**src/rtl/key_sw_pkg.sv**
```systemverilog
// Shared types and constants for KEY/SW input conditioning.
// Debounce state encoding, 50 MHz cycle defaults and a width helper.
package key_sw_pkg;

  typedef enum logic {
    STABLE = 1'b0,
    CHECK  = 1'b1
  } db_state_t;

  localparam int unsigned DB_10MS = 500000;
  localparam int unsigned LONG_1S = 50000000;

  // Bits needed to hold values 0..v-1, never less than 1.
  function automatic int unsigned clog2(input longint unsigned v);
    int unsigned r;
    r = 0;
    while ((64'd1 << r) < v) r++;
    return (r == 0) ? 1 : r;
  endfunction

endpackage

```
**src/rtl/debounce_cell.sv**
```systemverilog
// One-bit conditioner: two-flop synchroniser followed by a counter debounce FSM.
// level holds the accepted value; upd is high for the cycle level first shows a new value.
//
//   state  | meaning
//   STABLE | synchronised input matches level, counter idle
//   CHECK  | input differs from level, counting consecutive stable cycles
module debounce_cell
  import key_sw_pkg::*;
#(
  parameter int unsigned DB_CYCLES = DB_10MS,
  parameter bit          RESET_VAL = 1'b0,
  parameter bit          INVERT    = 1'b0
) (
  input  logic clk,
  input  logic reset,
  input  logic raw,
  output logic level,
  output logic upd
);

  localparam int unsigned CW = clog2(64'(DB_CYCLES) + 64'd1);

  logic          sync_q1, sync_q2, sync;
  db_state_t     state, state_d;
  logic [CW-1:0] cnt, cnt_d;
  logic          accept;

  always_ff @(posedge clk or posedge reset) begin
    if (reset) begin
      sync_q1 <= RESET_VAL;
      sync_q2 <= RESET_VAL;
    end else begin
      sync_q1 <= raw;
      sync_q2 <= sync_q1;
    end
  end

  assign sync = sync_q2 ^ INVERT;

  always_comb begin
    state_d = state;
    cnt_d   = cnt;
    accept  = 1'b0;
    case (state)
      STABLE: begin
        cnt_d = '0;
        if (sync != level) begin
          // A one-cycle window means the first differing cycle is already enough.
          if (DB_CYCLES == 1) begin
            accept = 1'b1;
          end else begin
            state_d = CHECK;
            cnt_d   = CW'(1);
          end
        end
      end
      CHECK: begin
        if (sync == level) begin
          state_d = STABLE;
          cnt_d   = '0;
        end else if (cnt == CW'(DB_CYCLES - 1)) begin
          accept  = 1'b1;
          state_d = STABLE;
          cnt_d   = '0;
        end else begin
          cnt_d = cnt + CW'(1);
        end
      end
      default: begin
        state_d = STABLE;
        cnt_d   = '0;
      end
    endcase
  end

  always_ff @(posedge clk or posedge reset) begin
    if (reset) begin
      state <= STABLE;
      cnt   <= '0;
      level <= 1'b0;
      upd   <= 1'b0;
    end else begin
      state <= state_d;
      cnt   <= cnt_d;
      upd   <= accept;
      if (accept) level <= sync;
    end
  end

endmodule

```
**src/rtl/key_sw_conditioner.sv**
```systemverilog
// Conditions DE10-Nano KEY/SW pins into clean levels and single-cycle event pulses.
// Per-bit debouncing happens in debounce_cell; hold timing and event pulses live here.
module key_sw_conditioner
  import key_sw_pkg::*;
#(
  parameter int unsigned N_KEY       = 2,
  parameter int unsigned N_SW        = 4,
  parameter int unsigned DB_CYCLES   = DB_10MS,
  parameter int unsigned LONG_CYCLES = LONG_1S
) (
  input  logic             clk,
  input  logic             reset,
  input  logic [N_KEY-1:0] key_n_in,
  input  logic [N_SW-1:0]  sw_in,
  output logic [N_KEY-1:0] key_level,
  output logic [N_KEY-1:0] key_press,
  output logic [N_KEY-1:0] key_release,
  output logic [N_KEY-1:0] key_long,
  output logic [N_SW-1:0]  sw_level,
  output logic             sw_change
);

  localparam int unsigned HW = clog2(64'(LONG_CYCLES) + 64'd1);

  logic [N_KEY-1:0] key_upd;
  logic [N_SW-1:0]  sw_upd;

  for (genvar i = 0; i < N_KEY; i++) begin : g_key
    logic [HW-1:0] hold;
    logic          long_q;

    // Keys are active-low on the pins; the cell inverts so level 1 means pressed.
    debounce_cell #(
      .DB_CYCLES (DB_CYCLES),
      .RESET_VAL (1'b1),
      .INVERT    (1'b1)
    ) u_db (
      .clk   (clk),
      .reset (reset),
      .raw   (key_n_in[i]),
      .level (key_level[i]),
      .upd   (key_upd[i])
    );

    // Saturating hold counter: the pulse fires on the step into LONG_CYCLES only.
    always_ff @(posedge clk or posedge reset) begin
      if (reset) begin
        hold   <= '0;
        long_q <= 1'b0;
      end else if (!key_level[i]) begin
        hold   <= '0;
        long_q <= 1'b0;
      end else begin
        long_q <= (hold == HW'(LONG_CYCLES - 1));
        if (hold != HW'(LONG_CYCLES)) hold <= hold + HW'(1);
      end
    end

    assign key_press[i]   = key_upd[i] & key_level[i];
    assign key_release[i] = key_upd[i] & ~key_level[i];
    assign key_long[i]    = long_q;
  end

  for (genvar j = 0; j < N_SW; j++) begin : g_sw
    debounce_cell #(
      .DB_CYCLES (DB_CYCLES),
      .RESET_VAL (1'b0),
      .INVERT    (1'b0)
    ) u_db (
      .clk   (clk),
      .reset (reset),
      .raw   (sw_in[j]),
      .level (sw_level[j]),
      .upd   (sw_upd[j])
    );
  end

  assign sw_change = |sw_upd;

endmodule

```
**config.mk**
```make
export PLATFORM = sky130hd
export DESIGN_NAME = key_sw_conditioner
export DESIGN_NICKNAME = d
export VERILOG_FILES = /design/src/rtl/key_sw_pkg.sv /design/src/rtl/debounce_cell.sv /design/src/rtl/key_sw_conditioner.sv
export SDC_FILE = /design/constraint.sdc
export NUM_CORES = 1
export LEC_CHECK = 0
export ABC_AREA = 1
export BUFFER_PORTS_ARGS = -buffer_cell sky130_fd_sc_hd__buf_4
export CAP_MARGIN = 20
export CORE_ASPECT_RATIO = 1.1
export CORE_MARGIN = 2
export CORE_UTILIZATION = 40
export DETAILED_ROUTE_END_ITERATION = 10
export MAX_ROUTING_LAYER = met4
export PLACE_DENSITY_LB_ADDON = 0.3
export SLEW_MARGIN = 40
export SYNTH_ARGS = -nofsm -noshare
export SYNTH_HDL_FRONTEND = slang
export SYNTH_SLANG_ARGS = --single-unit
export TNS_END_PERCENT = 5
```
**constraint.sdc**
```tcl
create_clock -name clk -period 20.8 [get_ports clk]
set_clock_uncertainty 0.2 [all_clocks]
set_input_delay 4.16 -clock clk [delete_from_list [all_inputs] [get_ports clk]]
set_output_delay 4.16 -clock clk [all_outputs]
set_load 0.01 [all_outputs]
```
==> results.py <==
metrics = {
    "status": {
        "status": "complete, no violations",
    },
    "routing": {
        "drc": 0,
        "drt-initial-drc-count": 443,
        "postRouteAntennaNets": 0,
        "drt-met1-wl_um": 10190,
        "wire_per_inst_um": 11.24,
        "wl_met2_um": 10360,
        "vias": 8876,
        "dr.pass1.iters": 5,
        "viasPerCell": 4.701,
        "highest_layer": "met4",
        "dr_wl_met3_um": 445,
        "routed_wl_um": 21220,
    },
    "clock_network": {
        "cts_made_buffers": 17,
        "cts_setup_buffers": 0,
        "path_clk_slew_ns": 0.07,
        "cts_root_buffer": "clkbuf_16",
        "cts_max_path_buffers": 2,
        "cts-hold-fix-buffers": 0,
        "clkSinkCount": 198,
        "cts_tree": "yes",
        "htree_levels": 4,
        "clk_latency_ns": 0.44,
        "post_cts_resized": 0,
    },
    "synthesis": {
        "ys_top_cells_by_area": "dfrtp_1, nand2_1, nor2_1, inv_1, nand3_1",
        "postSynthCellCount": 1497,
        "syn_area_per_cell_um2": 7.195,
        "yosysWarnings": 0,
        "synthDominantCellAreaShare_pct": 45.07,
        "yosysSeqAreaShare_pct": 46.04,
        "synth_cell_types": 37,
        "syn-num-nets": 1515,
        "netlist_area_um2": 10770,
        "post-synth-top-area-cell": "dfrtp_1",
        "synth-seq-cells": 198,
    },
    "final_layout": {
        "final_cells": 1888,
        "design_area_um2": 11860,
        "layout.area.seq_um2": 4961,
        "synthToLayoutAreaGrowth_pct": 10.12,
        "diodes": 0,
        "nets": 1536,
        "final_util_pct": 44.39,
        "drive_above_1_share_pct": 6.532,
        "multi_input_area_um2": 4955,
        "fillers": 2653,
    },
    "sta": {
        "fin_setup_tns_ns": 0,
        "hold_viol": 0,
        "finalMaxSlewViolations": 0,
        "worst_slack_ns": 14.96,
        "setup_viol": 0,
        "slew_headroom_pct": 52.42,
        "post-route-min-period_ns": 5.835,
        "worst_pin_slew_ns": 0.7137,
        "rsz0062_at_grt": "false",
        "max_freq_ghz": 0.1714,
        "post-route-period-util_pct": 28.05,
        "fin_hold_ws_ns": 0.1515,
    },
    "worst_setup_path": {
        "path_cells": "or4_1 -> buf_4",
        "worstPathRequired_ns": 16.44,
        "cp_slowest_cell": "or4_1",
        "cp-end-kind": "output pin",
        "cp-start-kind": "flop",
        "critical_path_class": "reg -> out",
        "crit_arrival_ns": 1.48,
        "cp_max_fo": 1,
        "slowest_delay_ns": 0.52,
    },
    "grt": {
        "grt_pass1_wl_um": 37520,
        "grt_usage_pct": 16.32,
        "overflow": 0,
        "first_global_vias": 8369,
        "grt_start_max_net_pins": 133,
        "antenna_found_initial": 0,
    },
    "power": {
        "vdd_drop_max_mv": 0.04214,
        "p_per_area_nw_per_um2": 64.29,
        "p_leak_nw": 5.121,
        "power_mw": 0.7626,
    },
    "floorplan": {
        "initial_core_util_pct": 40.31,
        "coreArea_um2": 26720,
        "die_area_um2": 28260,
        "chipHeight_um": 176.1,
        "ios": 21,
        "die_x_um": 160.5,
        "rows": 63,
    },
    "place": {
        "dpl-instance-area_um2": 11260,
        "dpl.cell_count": 1856,
        "place_ws_ns": 15.14,
        "gp_congestion": 0.8840,
        "dp_hpwl_um": 15110,
        "io_buffers": 20,
    },
    "worst_hold_path": {
        "min_path_type": "reg -> reg",
    },
    "flow_run": {
        "max_cap_viol_count": 0,
    },
}
worst max-delay path, delay by kind of cell, from the launching register on:
family / cells / cell delay, ns
flip-flops: 1 / 0.35
buffers and inverters: 1 / 0.16
AND/OR/NAND/NOR: 1 / 0.52
worst paths after layout:
path	start	end	slack, ns	depth (start not counted)
setup / recovery	g_sw[1].u_db.upd	sw_change	14.96	2
setup reg to reg	g_key[0].u_db.level	g_key[0].u_db.cnt[6]	18.58	6
hold / removal	g_sw[1].u_db.sync_q1	g_sw[1].u_db.sync	0.15	0
max in group asynchronous	reset	g_sw[0].u_db.cnt[12]	15.65	3
hold reg to reg	g_sw[1].u_db.sync_q1	g_sw[1].u_db.sync	0.15	0
min in group asynchronous	reset	g_sw[3].u_db.level	3.58	2
registers in the layout (all words and copies together) (netlist names), 4 cells and up:
register and count:
g_key.hold 52, g_sw.u_db.sync 4, g_key.u_db.cnt 38, g_sw.u_db.upd 4, g_sw.u_db.level 4, g_sw.u_db.state 4, g_sw.u_db.cnt 76, g_sw.u_db.sync_q1 4
report_power, final:
group | total, mW | switching (mW) | leakage, nW | internal [mW]
Combinational | 0.0311 | 0.0234 | 2.12 | 0.00763
Sequential | 0.394 | 0.00323 | 2.71 | 0.391
Clock | 0.337 | 0.163 | 0.295 | 0.175
Total | 0.763 | 0.189 | 5.12 | 0.573
layout make-up:
class	count	share of cell area [%]
Timing Repair Buffer	22	1.424
Sequential cell	198	41.82
Inverter	192	6.181
Tap cell	357	3.766
Clock inverter	14	1.329
Multi-Input combinational cell	1087	41.77
Clock buffer	18	3.703
cell usage after synthesis, drive strengths merged:
master / n
nand3: 91
a211oi: 1
xor2: 38
nor3b: 4
o21bai: 5
xnor2: 4
nand4: 23
nor3: 37
dfrtp: 194
nor4b: 1
or4: 1
o21ai: 33
a31oi: 2
nor2: 381
ha: 10
buf: 17
or2: 5
dfstp: 4
nand2: 395
a21oi: 45
inv: 192
o21a: 10
nor2b: 1
clkbuf: 3
cell usage in the layout (no fill, tap or decap), types with 4 or more instances in the layout:
cell / count
o21bai_1: 5
nand2_2: 6
nor3b_1: 4
nand2_1: 389
nand4_1: 23
buf_4: 21
a21oi_1: 45
nor2_2: 9
dfstp_2: 4
o21ai_0: 28
nor2_4: 9
inv_6: 8
o21ai_2: 4
xnor2_1: 4
nor3_1: 34
o21a_1: 10
ha_1: 10
nand3_1: 88
or2_2: 4
nor2_1: 363
xor2_1: 38
dfrtp_1: 193
inv_1: 189
clkbuf_16: 17
logic make-up (layout without fill, tap and decap cells):
logic type               after synthesis  count (layout)  share of synthesized area, %
flip-flops                           198             198                         46.04
buffers and inverters                212             246                         7.991
AO/OA/AOI/OAI                         96              96                         4.960
XOR/XNOR                              42              42                         3.415
AND/OR/NAND/NOR                      939             939                         36.43
adder cells (fa/ha/maj)               10              10                         1.162
per-layer routing:
metal  track usage [%]  vias to the layer above
li1                  -                     4672
met1             20.40                     4109
met2             27.89                       82
met3             2.584                       13
met4             3.979                        0
met5                 -                        -
Note: power is estimated with default switching activity, not from simulation.
